### config.mk
export PLATFORM = sky130hd
export DESIGN_NAME = logic_unit_pipe
export DESIGN_NICKNAME = d
export VERILOG_FILES = /design/src/rtl/logic_unit_pipe.sv
export SDC_FILE = /design/constraint.sdc
export NUM_CORES = 1
export LEC_CHECK = 0
export CORE_MARGIN = 4
export CORE_UTILIZATION = 53
export CTS_BUF_LIST = sky130_fd_sc_hd__clkbuf_4 sky130_fd_sc_hd__clkbuf_8
export DETAILED_ROUTE_END_ITERATION = 10
export PLACE_DENSITY = 0.82
export SYNTH_ARGS = -nofsm -noshare
export SYNTH_HDL_FRONTEND = slang
export SYNTH_SLANG_ARGS = --single-unit
### constraint.sdc
create_clock -name clk -period 3.88 [get_ports clk]
set_input_delay 0.776 -clock clk [delete_from_list [all_inputs] [get_ports clk]]
set_output_delay 0.776 -clock clk [all_outputs]
set_load 0.005 [all_outputs]
### src/rtl/logic_unit_pipe.sv
// logic_unit_pipe
// ---------------------------------------------------------------------------
// Registered WIDTH-bit bitwise logic unit with a single output stage and a
// valid/ready handshake on both sides. Each accepted beat computes one of
// eight operations on operand a and an effective operand b. The effective b
// is either the b port or the last accepted result, which lets a stream of
// beats fold into a running value (for example a running AND).
//
// Ports
//   clk        single clock, all state changes on the rising edge
//   rst_n      synchronous active-low reset
//   in_valid   an operand beat is offered
//   in_ready   the unit can take a beat this cycle (combinational)
//   a, b       operands (b is ignored when use_prev=1)
//   op         operation select (see opCode_t)
//   use_prev   use the last accepted result in place of b
//   out_valid  out/out_zero hold a valid result
//   out_ready  the consumer takes the result this cycle
//   out        registered result
//   out_zero   registered flag, set when out == 0
// ---------------------------------------------------------------------------
module logic_unit_pipe #(
  parameter int WIDTH = 16
) (
  input  logic             clk,
  input  logic             rst_n,
  input  logic             in_valid,
  output logic             in_ready,
  input  logic [WIDTH-1:0] a,
  input  logic [WIDTH-1:0] b,
  input  logic [2:0]       op,
  input  logic             use_prev,
  output logic             out_valid,
  input  logic             out_ready,
  output logic [WIDTH-1:0] out,
  output logic             out_zero
);

  typedef enum logic [2:0] {
    OP_AND  = 3'b000,
    OP_NAND = 3'b001,
    OP_OR   = 3'b010,
    OP_NOR  = 3'b011,
    OP_XOR  = 3'b100,
    OP_XNOR = 3'b101,
    OP_NOT  = 3'b110,
    OP_ANDR = 3'b111
  } opCode_t;

  logic [WIDTH-1:0] r_out;
  logic             r_outZero;
  logic             r_outValid;
  logic [WIDTH-1:0] r_lastResult;

  logic [WIDTH-1:0] w_bEff;
  logic [WIDTH-1:0] w_result;
  logic             w_accept;

  // The output slot is free when empty or when its result leaves this cycle,
  // so a full-rate stream never sees a bubble.
  assign in_ready = !r_outValid || out_ready;
  assign w_accept = in_valid && in_ready;
  assign w_bEff   = use_prev ? r_lastResult : b;

  // Operation decode. AND-reduce places &a in bit 0 and clears the rest,
  // which for WIDTH=1 degenerates to out = a.
  always_comb begin
    w_result = '0;
    case (opCode_t'(op))
      OP_AND:  w_result = a & w_bEff;
      OP_NAND: w_result = ~(a & w_bEff);
      OP_OR:   w_result = a | w_bEff;
      OP_NOR:  w_result = ~(a | w_bEff);
      OP_XOR:  w_result = a ^ w_bEff;
      OP_XNOR: w_result = ~(a ^ w_bEff);
      OP_NOT:  w_result = ~a;
      OP_ANDR: w_result[0] = &a;
      default: w_result = '0;
    endcase
  end

  // Output stage. Reset wins over any handshake and discards a held result;
  // the chaining register returns to all ones so a fresh chain starts from
  // the AND identity. An accept overwrites the slot even when the old result
  // completes at the same edge; otherwise a completion just empties it.
  always_ff @(posedge clk) begin
    if (!rst_n) begin
      r_out        <= '0;
      r_outZero    <= 1'b0;
      r_outValid   <= 1'b0;
      r_lastResult <= '1;
    end else if (w_accept) begin
      r_out        <= w_result;
      r_outZero    <= (w_result == '0);
      r_outValid   <= 1'b1;
      r_lastResult <= w_result;
    end else if (r_outValid && out_ready) begin
      r_outValid   <= 1'b0;
    end
  end

  assign out       = r_out;
  assign out_zero  = r_outZero;
  assign out_valid = r_outValid;

endmodule

**After elaboration in Yosys (flattened, before gate mapping)**

Index checks and enable logic that the tools add are counted.

- Register bits: 34
- Input bits: 40
- Output and inout port bits: 19
- Word-level logic and storage cells: 31

- Equality and inequality tests: 7
- Multiplexer cells: 5
- Bitwise logic cells: 7
- Reductions and logical operators: 8

Operators by type and width:

| kind | number |
|---|---|
| one-hot mux 15 bit (7 select lines) | 1 |
| inverter 16 bit | 4 |
| bitwise AND 16 bit | 1 |
| zero test 16 bit | 1 |
| two-way mux 16 bit | 1 |
| OR 16 bit | 1 |
| AND reduction 16 bit | 1 |
| XOR 16 bit | 1 |
| == test 3 bit, second input constant | 4 |
| one-hot mux 1 bit (8 select lines) | 1 |
| == test 3 x 2 -> 1 bit, second input constant | 2 |
| == test 3 x 1 -> 1 bit, second input constant | 1 |
| zero test 3 bit | 1 |
| logical AND 1 bit | 2 |
| two-way mux 1 bit | 2 |
| nonzero test 2 bit | 1 |
| zero test 1 bit | 1 |
| logical OR 1 bit | 1 |

**Longest topological paths before layout**

Gate-level depths: netlist (run 1).

- Depth after elaboration: 5
- Mapped depth: 11
- Gate-level depth less buffers: 9

**Worst setup path after synthesis (run 1)**

Ideal clock, no wire load.

- Path type: input -> register
- From: in use_prev
- To: reg r_outZero (netlist: out_zero)
- Library setup time: 87 ps
- Arrival: 2975 ps
- Data required time: 3793 ps
- Slack: 818 ps
- Cell stages on the path: 10
- Path buffers: 2
- Cells stage by stage: clkbuf_1 -> buf_2 -> mux2i_1 -> ha_1 -> mux2i_1 -> mux2i_1 -> o221ai_2 -> nor4_2 -> nand4_1 -> o31ai_1

- Word-level cells in the longest chain between the ends: 5
- Elaborated cells on any way between the ends: 10
- Classes of those cells: mux: 3; bitwise: 6; reduce/logical: 1

Ends and longest elaborated chain:

| element | RTL line | text |
|---|---|---|
| start, declared | 32 | `input logic use_prev,` |
| two-way mux 16 bit * | 63 | `assign w_bEff = use_prev ? r_lastResult : b;` |
| XOR 16 bit, or another cell as far along | 74, 75 |  |
| inverter 16 bit (on tied branches) | 75, 71, 73 |  |
| one-hot mux 1 bit (8 select lines) or one-hot mux 15 bit (7 select lines) (tied branches) | 69 | `case (opCode_t'(op))` |
| zero test 16 bit * | 94 | `r_outZero <= (w_result == '0);` |
| end signal, assigned | 94 |  |
| end, declared | 51 | `logic r_outZero;` |

Mark *: on every way between the ends. The rest lies on a longest branch, timed or not.
A chain may end at the register's enable or synchronous reset.

**Worst setup path in the final report (run 1)**

Ends and elaborated chain as after synthesis.

==> impl_metrics.env, run 1 <==
export IMPL_hold_viol=0
export IMPL_nFillCells=448
export IMPL_slew_headroom_pct=37.9
export IMPL_die_h_um=80.9
export IMPL_required_ns=4.09
export IMPL_track_usage_pct=24.4
export IMPL_area_growth_pct=23.8
export IMPL_wl_um=7640
export IMPL_clk_pin_slew_ns=0.07
export IMPL_io_pins=59
export IMPL_rsz0062_at_grt="no"
export IMPL_initialDrtViolationCount=296
export IMPL_cts_tree="yes"
export IMPL_period_minus_slack_ns=3.28
export IMPL_routedWlPerCell_um=16.1
export IMPL_insertion_delay_ns=0.29
export IMPL_gr_total_overflow=0
export IMPL_arrival_ns=3.49
export IMPL_finalWorstSetupSlack_ns=0.597
export IMPL_hold_path_class="reg -> reg"
export IMPL_cp_end_kind="flop"
export IMPL_dp_slack_ns=0.328
export IMPL_ys_seq_area_share_pct=24.2
export IMPL_initial_core_util_pct=54.8
export IMPL_drive_gt1_share_pct=4.93
export IMPL_ys_types=45
export IMPL_clock_sinks=34
export IMPL_yosys_area_top_type_share_pct=24.2
export IMPL_leakagePower_nw=1.52
export IMPL_fp_coreArea_um2=5140
export IMPL_synthArstFlopShare_pct=0
export IMPL_setup_viol=0
export IMPL_avgSynthCellArea_um2=7.84
export IMPL_cp_cell_sequence="clkdlybuf4s50_1, buf_4, mux2i_1, ha_1, mux2i_1, mux2_2, a221oi_1, nand4_1, o31ai_1"
export IMPL_slew_viol_final=0
export IMPL_rows=26
export IMPL_layout_nets=477
export IMPL_outcome="finished clean"
export IMPL_cpMostUsedCell="mux2i_1"
export IMPL_synthesis_nets=431
export IMPL_post_dp_hpwl_um=5770
export IMPL_vias_per_cell=5.83
export IMPL_synth_area_leaders="dfxtp_1, ha_1, mux2i_1"
export IMPL_slowest_stage="clkdlybuf4s50_1"
export IMPL_drc=0
export IMPL_fin_crit_sh_pct=84.6
export IMPL_crit_path_start="use_prev"
export IMPL_hp_start="out[0]$_SDFFE_PN0P_"
export IMPL_critPathKind="in -> reg"
export IMPL_worst_clock_skew_ns=0.00886
export IMPL_cp_buffers_inverters=2
export IMPL_r2r_start="r_lastResult[4]$_SDFFE_PN1P_"
export IMPL_cts_resized=0
export IMPL_critPathTopFamily="multiplexers"
export IMPL_vias=2773
export IMPL_power_per_cell_area_nw_per_um2=304
export IMPL_start_kind="input pin"
export IMPL_cts_buffer_depth=2
export IMPL_drt_pass1_iterations=5
export IMPL_port_buffers=58
export IMPL_place_gp_congestion=0.872
export IMPL_clockRootBuffer="clkbuf_8"
export IMPL_ant_nets=0
export IMPL_synthFlopType="dfxtp_1"
export IMPL_syn_inst=359
export IMPL_chipWidth_um=80.9
export IMPL_crit_fanout=15
export IMPL_netlist_area_um2=2820
export IMPL_synth_edf_count=0
export IMPL_yosys_register_bits=34
export IMPL_yosys_warnings=0
export IMPL_irDropWorstVdd_mv=0.276
export IMPL_antenna_cells=0
export IMPL_worst_pin_slew_ns=0.932
export IMPL_grt_max_degree=47
export IMPL_holdBufCountCts=0
export IMPL_grt_pass1_vias=2613
export IMPL_cts_max_level=2
export IMPL_antenna_found_initial=0
export IMPL_timing_fmax_ghz=0.305
export IMPL_drv_cap=0
export IMPL_final_setup_tns_ns=0
export IMPL_critPathMaxStageDelay_ns=0.50
export IMPL_post_cts_setup_buffer_count=0
export IMPL_fp_dieArea_um2=6540
export IMPL_yosysTopAreaCell="dfxtp_1"
export IMPL_grt_pass1_wl_um=12500
export IMPL_numCtsBuffers=5
export IMPL_fin_hold_ws_ns=0.458
## sequential cells by signal, indices dropped and copies added (netlist names)
name / flops
out: 16
out_valid: 1
out_zero: 1
r_lastResult: 16
## cell usage in the layout, fill, tap and decap left out, drive strengths merged, types with 7 or more instances in the layout
| cell | instances |
|---|---|
| inv | 37 |
| mux2i | 33 |
| nor3 | 8 |
| ha | 32 |
| nand2 | 23 |
| o21ai | 35 |
| clkdlybuf4s50 | 57 |
| dfxtp | 34 |
| nor2 | 41 |
| nand3 | 7 |
| nand4 | 7 |
| nand2b | 12 |
## cells by family after synthesis
logic type	synth area share (%)
buffers and inverters	10.0
AO/OA/AOI/OAI	18.8
adder cells (fa/ha/maj)	14.2
flip-flops	24.2
XOR/XNOR	0.311
multiplexers	12.5
AND/OR/NAND/NOR	20.0
## synth_stat cells (all sizes together), types with 6 or more instances
| library cell | n |
|---|---|
| a21oi | 6 |
| nor3 | 8 |
| o21ai | 35 |
| nand2 | 23 |
| nor2 | 41 |
| dfxtp | 34 |
| nand4 | 7 |
| nand3 | 7 |
| ha | 32 |
| clkbuf | 12 |
| nor2b | 6 |
| nand2b | 12 |
| mux2i | 33 |
| buf | 12 |
| inv | 37 |
## worst paths after layout
path | end | slack, ns | depth (start not counted)
worst max-delay path | out_zero$_SDFFE_PN0P_ | 0.60 | 9
worst min-delay path | out[0]$_SDFFE_PN0P_ | 0.46 | 2
worst max register to register | out_zero$_SDFFE_PN0P_ | 1.58 | 8
worst min register to register | out[0]$_SDFFE_PN0P_ | 0.46 | 2
## worst register-to-register path, stage by stage, from the launching register on
cell and delay (ns):
dfxtp_1 0.32, mux2i_1 0.32, ha_1 0.31, mux2i_1 0.17, mux2i_1 0.26, o221ai_2 0.15
nor4_2 0.32, nand4_1 0.12, o31ai_1 0.25
## per-stage QoR
step | total power, W | instances | utilization, % | area, µm²
floorplan | 0.000607 | 359 | - | 2820
global placement | 0.000721 | 468 | 65.6 | 3370
detailed placement | 0.000734 | 468 | 65.6 | 3370
CTS | 0.00106 | 476 | 67.8 | 3490
global route | 0.00112 | 476 | 67.8 | 3490
finish | 0.00106 | 476 | 67.8 | 3490
## per-layer routing
layer	wire length (µm)	vias up	global-route usage [%]
met1	3440	1304	34.4
met4	153	0	7.94
met5	0	-	0
met3	542	14	3.99
met2	3500	114	37.8
li1	-	1341	-
## where the power goes
| group | leakage [nW] | switching [W] | internal (W) |
|---|---|---|---|
| logic | 1.19 | 0.000179 | 0.000161 |
| registers | 0.282 | 0.0000147 | 0.000379 |
| clock network | 0.0504 | 0.000134 | 0.000191 |
| total | 1.52 | 0.000328 | 0.000731 |
## area by class of cell
type	count	area, µm²	area share, %
timing repair buffer	63	613	17.6
clock inverter	3	45.0	1.29
inverter	37	139	3.98
sequential	34	681	19.5
clock buffer	5	68.8	1.97
tap	70	87.6	2.51
multi-input combinational	264	1850	53.1
(Power assumes the default switching activity.)
==> run 2, diff against run 1 <==
- CORE_UTILIZATION: 53 -> 48
- PLACE_DENSITY: 0.82 -> 0.79
- clock period: 3.88 -> 2.8 ns (I/O delays scaled with it)
==> run 2 against run 1 <==
  * Global-route usage is 1.2 points lower
  * Sequential share of layout area is 1.3 points lower
  * Sequential power is 40% higher
  * First-iteration DRC count is 32% lower
  * Critical path depth stayed put
  * Design area is 7.4% higher
  * Critical endpoint unchanged
  * Largest power group unchanged
  * Highest routed layer unchanged
==> impl_metrics.env, run 2 (same netlist as run 1, synthesis figures left out) <==
export IMPL_clk_pin_slew_ns=0.07
export IMPL_p_sw_w=0.000469
export IMPL_area_growth_pct=33.0
export IMPL_drt_pass1_iterations=6
export IMPL_grt_max_degree=35
export IMPL_pwr_share_clk_pct=26.2
export IMPL_timing_fmax_ghz=0.383
export IMPL_rows=27
export IMPL_rsz0062_at_grt="no"
export IMPL_fp_dieArea_um2=7150
export IMPL_drv_cap=0
export IMPL_hold_viol=0
export IMPL_r2r_cells=8
export IMPL_fp_coreArea_um2=5610
export IMPL_dr_wl_met3_um=651
export IMPL_top_layer="met4"
export IMPL_crit_fanout=8
export IMPL_hold_path_class="reg -> reg"
export IMPL_antenna_found_initial=0
export IMPL_setup_viol=0
export IMPL_combPwrFrac_pct=36.5
export IMPL_met1_length_um=3840
export IMPL_intPower_w=0.00100
export IMPL_numCtsBuffers=5
export IMPL_sw_frac_of_total_pct=31.8
export IMPL_hold_end="out[0]$_SDFFE_PN0P_"
export IMPL_min_path_cells=2
export IMPL_fin_cells=512
export IMPL_dp_cells=504
export IMPL_layout_nets=511
export IMPL_cp_cell_sequence="dlygate4sd2_1, buf_6, mux2i_1, ha_1, mux2i_1, o32ai_1, a221oi_2, nand4_1, o31ai_1"
export IMPL_chipWidth_um=84.6
export IMPL_port_buffers=58
export IMPL_io_pins=59
export IMPL_cts_max_level=2
export IMPL_initialDrtViolationCount=201
export IMPL_seq_power_share_pct=37.3
export IMPL_place_gp_congestion=0.999
export IMPL_cp_end_kind="flop"
export IMPL_die_h_um=84.6
export IMPL_cts_tree="yes"
export IMPL_required_ns=2.99
export IMPL_slowest_stage="a221oi_2"
export IMPL_final_setup_tns_ns=0
export IMPL_track_usage_pct=23.2
export IMPL_fin_area_um2=3740
export IMPL_final_common_cell="clkdlybuf4s50_1"
export IMPL_r2r_start="r_lastResult[4]$_SDFFE_PN1P_"
export IMPL_drive_gt1_share_pct=13.0
export IMPL_critPathMaxStageDelay_ns=0.35
export IMPL_holdBufCountCts=0
export IMPL_insertion_delay_ns=0.29
export IMPL_arrival_ns=2.80
export IMPL_fin_crit_sh_pct=93.3
export IMPL_route_met2_wl_um=3690
export IMPL_clockRootBuffer="clkbuf_8"
export IMPL_r2r_end="out_zero$_SDFFE_PN0P_"
export IMPL_antenna_cells=0
export IMPL_nFillCells=491
export IMPL_vias_per_cell=5.67
export IMPL_post_dp_hpwl_um=6450
export IMPL_wl_um=8330
export IMPL_initial_core_util_pct=50.2
export IMPL_cts_buffer_depth=2
export IMPL_worst_pin_slew_ns=0.410
export IMPL_final_cell_mix="clkdlybuf4s50_1, nor2_1, buf_4, inv_1, o21ai_0"
export IMPL_outcome="finished clean"
export IMPL_gr_total_overflow=0
export IMPL_irDropWorstVdd_mv=0.376
export IMPL_worst_clock_skew_ns=0.00373
export IMPL_routedWlPerCell_um=16.3
export IMPL_slew_viol_final=0
export IMPL_placement_cell_area_um2=3630
export IMPL_period_minus_slack_ns=2.61
export IMPL_power_per_cell_area_nw_per_um2=394
export IMPL_grt_pass1_wl_um=13500
export IMPL_finalWorstSetupSlack_ns=0.187
export IMPL_vias=2901
export IMPL_grt_pass1_vias=2740
export IMPL_cpMostUsedCell="mux2i_1"
export IMPL_cts_resized=5
export IMPL_drc=0
export IMPL_slew_headroom_pct=72.6
export IMPL_clock_sinks=34
export IMPL_hp_start="out[0]$_SDFFE_PN0P_"
export IMPL_critPathKind="in -> reg"
export IMPL_ant_nets=0
export IMPL_r2r_slack_ns=0.62
export IMPL_leakagePower_nw=1.70
export IMPL_start_kind="input pin"
export IMPL_dp_slack_ns=-0.422
export IMPL_fin_hold_ws_ns=0.472
export IMPL_post_cts_setup_buffer_count=0
## run 2: changes by cell type in the layout (fill, tap and decap cells not counted), sizes merged
cell           change
clkinv             +1
clkbuf             +2
clkdlybuf4s50      -1
clkinvlp           -2
bufinv             -1
dlygate4sd2        +1
buf               +34
## run 2: how the worst max path moves through the flow
| stage | slack, ns | startpoint | end |
|---|---|---|---|
| floorplan | 0.03 | use_prev | out_zero$_SDFFE_PN0P_ |
| global placement | -0.39 | use_prev | out_zero$_SDFFE_PN0P_ |
| detailed placement | -0.42 | use_prev | out_zero$_SDFFE_PN0P_ |
| CTS | 0.25 | use_prev | out_zero$_SDFFE_PN0P_ |
| global route | 0.01 | use_prev | out_zero$_SDFFE_PN0P_ |
| finish | 0.19 | use_prev | out_zero$_SDFFE_PN0P_ |
## run 2: per-stage QoR
step | total power [W] | util (%)
final | 0.00147 | 66.8
after global routing | 0.00156 | 66.8
after CTS | 0.00147 | 66.8
after detailed placement | 0.00108 | 64.7
after global placement | 0.00107 | 64.7
after floorplan | 0.000842 | -
## run 2: layout make-up
type                    instances  area (µm²)  share of cell area (%)
flip-flops and latches         34         681                    18.2
inverters                      37         139                    3.71
well taps                      72        90.1                    2.41
multi-input cells             264        1870                    49.9
clock inverters                 1        5.00                   0.134
repair buffers                 97         871                    23.3
clock buffers                   7        90.1                    2.41
## run 2: worst max-delay path: cells and delay by family
kind	cells	cell delay, ns
AO/OA/AOI/OAI	3	0.80
adder cells (fa/ha/maj)	1	0.27
buffers and inverters	2	0.52
multiplexers	2	0.51
AND/OR/NAND/NOR	1	0.13
## run 2: power groups by stage
stage | Sequential, W | Clock, W | Combinational [W]
floorplan | 0.000555 | 0 | 0.000287
global placement | 0.000557 | 0 | 0.000508
global route | 0.000554 | 0.000418 | 0.000589
detailed placement | 0.000559 | 0 | 0.000521
CTS | 0.000549 | 0.000393 | 0.000530
finish | 0.000550 | 0.000386 | 0.000537
## run 2: metal layers
| metal | vias up | track usage, % |
|---|---|---|
| met5 | - | 0 |
| met4 | 0 | 9.06 |
| met3 | 11 | 3.83 |
| met2 | 141 | 34.7 |
| met1 | 1336 | 33.1 |
| li1 | 1413 | - |
==> run 3, diff against run 2 <==
- RECOVER_POWER: not set -> 50
- SKIP_LAST_GASP: not set -> 1
==> run 3 against run 2 <==
  * Clock skew is 0.00076 ns lower
  * Clock power hardly changed
  * Combinational power is 1% lower
  * Design area is 0.10% lower
  * Core utilization is 0.067 points lower
  * Cell count stayed put
==> impl_metrics.env, run 3 (same netlist as run 1, synthesis figures left out) <==
export IMPL_antenna_cells=0
export IMPL_hold_viol=0
export IMPL_grt_pass1_vias=2740
export IMPL_irDropWorstVdd_mv=0.377
export IMPL_initialDrtViolationCount=202
export IMPL_rsz0062_at_grt="no"
export IMPL_rows=27
export IMPL_min_path_cells=2
export IMPL_required_ns=2.99
export IMPL_worst_pin_slew_ns=1.15
export IMPL_period_minus_slack_ns=2.62
export IMPL_cts_resized=5
export IMPL_clockRootBuffer="clkbuf_8"
export IMPL_clock_sinks=34
export IMPL_slew_viol_final=0
export IMPL_hp_start="out[0]$_SDFFE_PN0P_"
export IMPL_nFillCells=493
export IMPL_die_h_um=84.6
export IMPL_io_pins=59
export IMPL_cts_buffer_depth=2
export IMPL_wl_um=8320
export IMPL_final_setup_tns_ns=0
export IMPL_drive_gt1_share_pct=12.7
export IMPL_drc=0
export IMPL_hold_end="out[0]$_SDFFE_PN0P_"
export IMPL_antenna_found_initial=0
export IMPL_cp_end_kind="flop"
export IMPL_grt_pass1_wl_um=13500
export IMPL_chipWidth_um=84.6
export IMPL_post_dp_hpwl_um=6450
export IMPL_fin_crit_sh_pct=93.6
export IMPL_slew_headroom_pct=23.5
export IMPL_cts_tree="yes"
export IMPL_drv_cap=0
export IMPL_power_per_cell_area_nw_per_um2=391
export IMPL_final_common_cell="nor2_1"
export IMPL_grt_max_degree=35
export IMPL_fin_area_um2=3740
export IMPL_routedWlPerCell_um=16.2
export IMPL_setup_viol=0
export IMPL_drt_pass1_iterations=5
export IMPL_timing_fmax_ghz=0.382
export IMPL_r2r_cells=8
export IMPL_vias_per_cell=5.66
export IMPL_fp_dieArea_um2=7150
export IMPL_r2r_slack_ns=0.61
export IMPL_r2r_start="r_lastResult[4]$_SDFFE_PN1P_"
export IMPL_r2r_end="out_zero$_SDFFE_PN0P_"
export IMPL_outcome="finished clean"
export IMPL_placement_cell_area_um2=3630
export IMPL_numCtsBuffers=5
export IMPL_arrival_ns=2.81
export IMPL_leakagePower_nw=1.73
export IMPL_total_power_w=0.00146
export IMPL_post_cts_setup_buffer_count=0
export IMPL_final_cell_mix="nor2_1, buf_4, inv_1, o21ai_0, clkdlybuf4s50_1"
export IMPL_track_usage_pct=23.2
export IMPL_holdBufCountCts=0
export IMPL_initial_core_util_pct=50.2
export IMPL_critPathKind="in -> reg"
export IMPL_clk_pin_slew_ns=0.07
export IMPL_crit_fanout=8
export IMPL_gr_total_overflow=0
export IMPL_fp_coreArea_um2=5610
export IMPL_vias=2896
export IMPL_place_gp_congestion=0.999
export IMPL_worst_clock_skew_ns=0.00297
export IMPL_area_growth_pct=32.8
export IMPL_cts_max_level=2
export IMPL_insertion_delay_ns=0.28
export IMPL_start_kind="input pin"
export IMPL_fin_hold_ws_ns=0.473
export IMPL_ant_nets=0
export IMPL_port_buffers=58
export IMPL_hold_path_class="reg -> reg"
export IMPL_layout_nets=511
-- run 3: cell types whose count changed in the layout (fill, tap and decap cells not counted) --
cell             delta
buf_4               -1
clkbuf_1            +1
clkdlybuf4s50_1    -21
dlygate4sd3_1      +21
-- run 3: critical path: stages --
cell,delay (ns)
dlygate4sd2_1,0.32
buf_6,0.20
mux2i_1,0.27
ha_1,0.27
mux2i_1,0.24
o32ai_1,0.16
a221oi_2,0.34
nand4_1,0.13
o31ai_1,0.29
-- run 3: routing by layer --
| metal | vias to the layer above | GRT usage, % | share of wire (%) |
|---|---|---|---|
| met5 | - | 0 | 0 |
| met4 | 0 | 9.06 | 1.7 |
| met3 | 11 | 3.83 | 7.1 |
| met2 | 130 | 34.7 | 44 |
| met1 | 1342 | 33.1 | 47 |
| li1 | 1413 | - | - |
-- run 3: area by class of cell --
class	instances	area, µm²	area share [%]
flip-flops and latches	34	681	18.2
clock inverters	1	5.00	0.134
inverters	37	139	3.71
well taps	72	90.1	2.41
multi-input cells	264	1870	49.9
clock buffers	7	90.1	2.41
repair buffers	97	867	23.2
-- run 3: power breakdown --
group	internal, W	switching [W]	total [W]
Sequential	0.000526	0.0000230	0.000549
Clock	0.000208	0.000178	0.000386
Combinational	0.000262	0.000267	0.000529
-- run 3: worst max-delay path by stage --
stage,start,end,slack (ns)
floorplan,use_prev,out_zero$_SDFFE_PN0P_,0.03
global placement,use_prev,out_zero$_SDFFE_PN0P_,-0.39
detailed placement,use_prev,out_zero$_SDFFE_PN0P_,-0.42
CTS,use_prev,out_zero$_SDFFE_PN0P_,0.25
global route,use_prev,out_zero$_SDFFE_PN0P_,0.01
finish,use_prev,out_zero$_SDFFE_PN0P_,0.18
-- run 3: through the flow --
stage	setup slack, ns	util, %	instances
6_report	0.180	66.7	512
3_3_place_gp	-0.389	64.7	504
2_1_floorplan	0.0259	-	359
3_5_place_dp	-0.422	64.7	504
5_1_grt	0.0148	66.7	512
4_1_cts	0.245	66.8	512
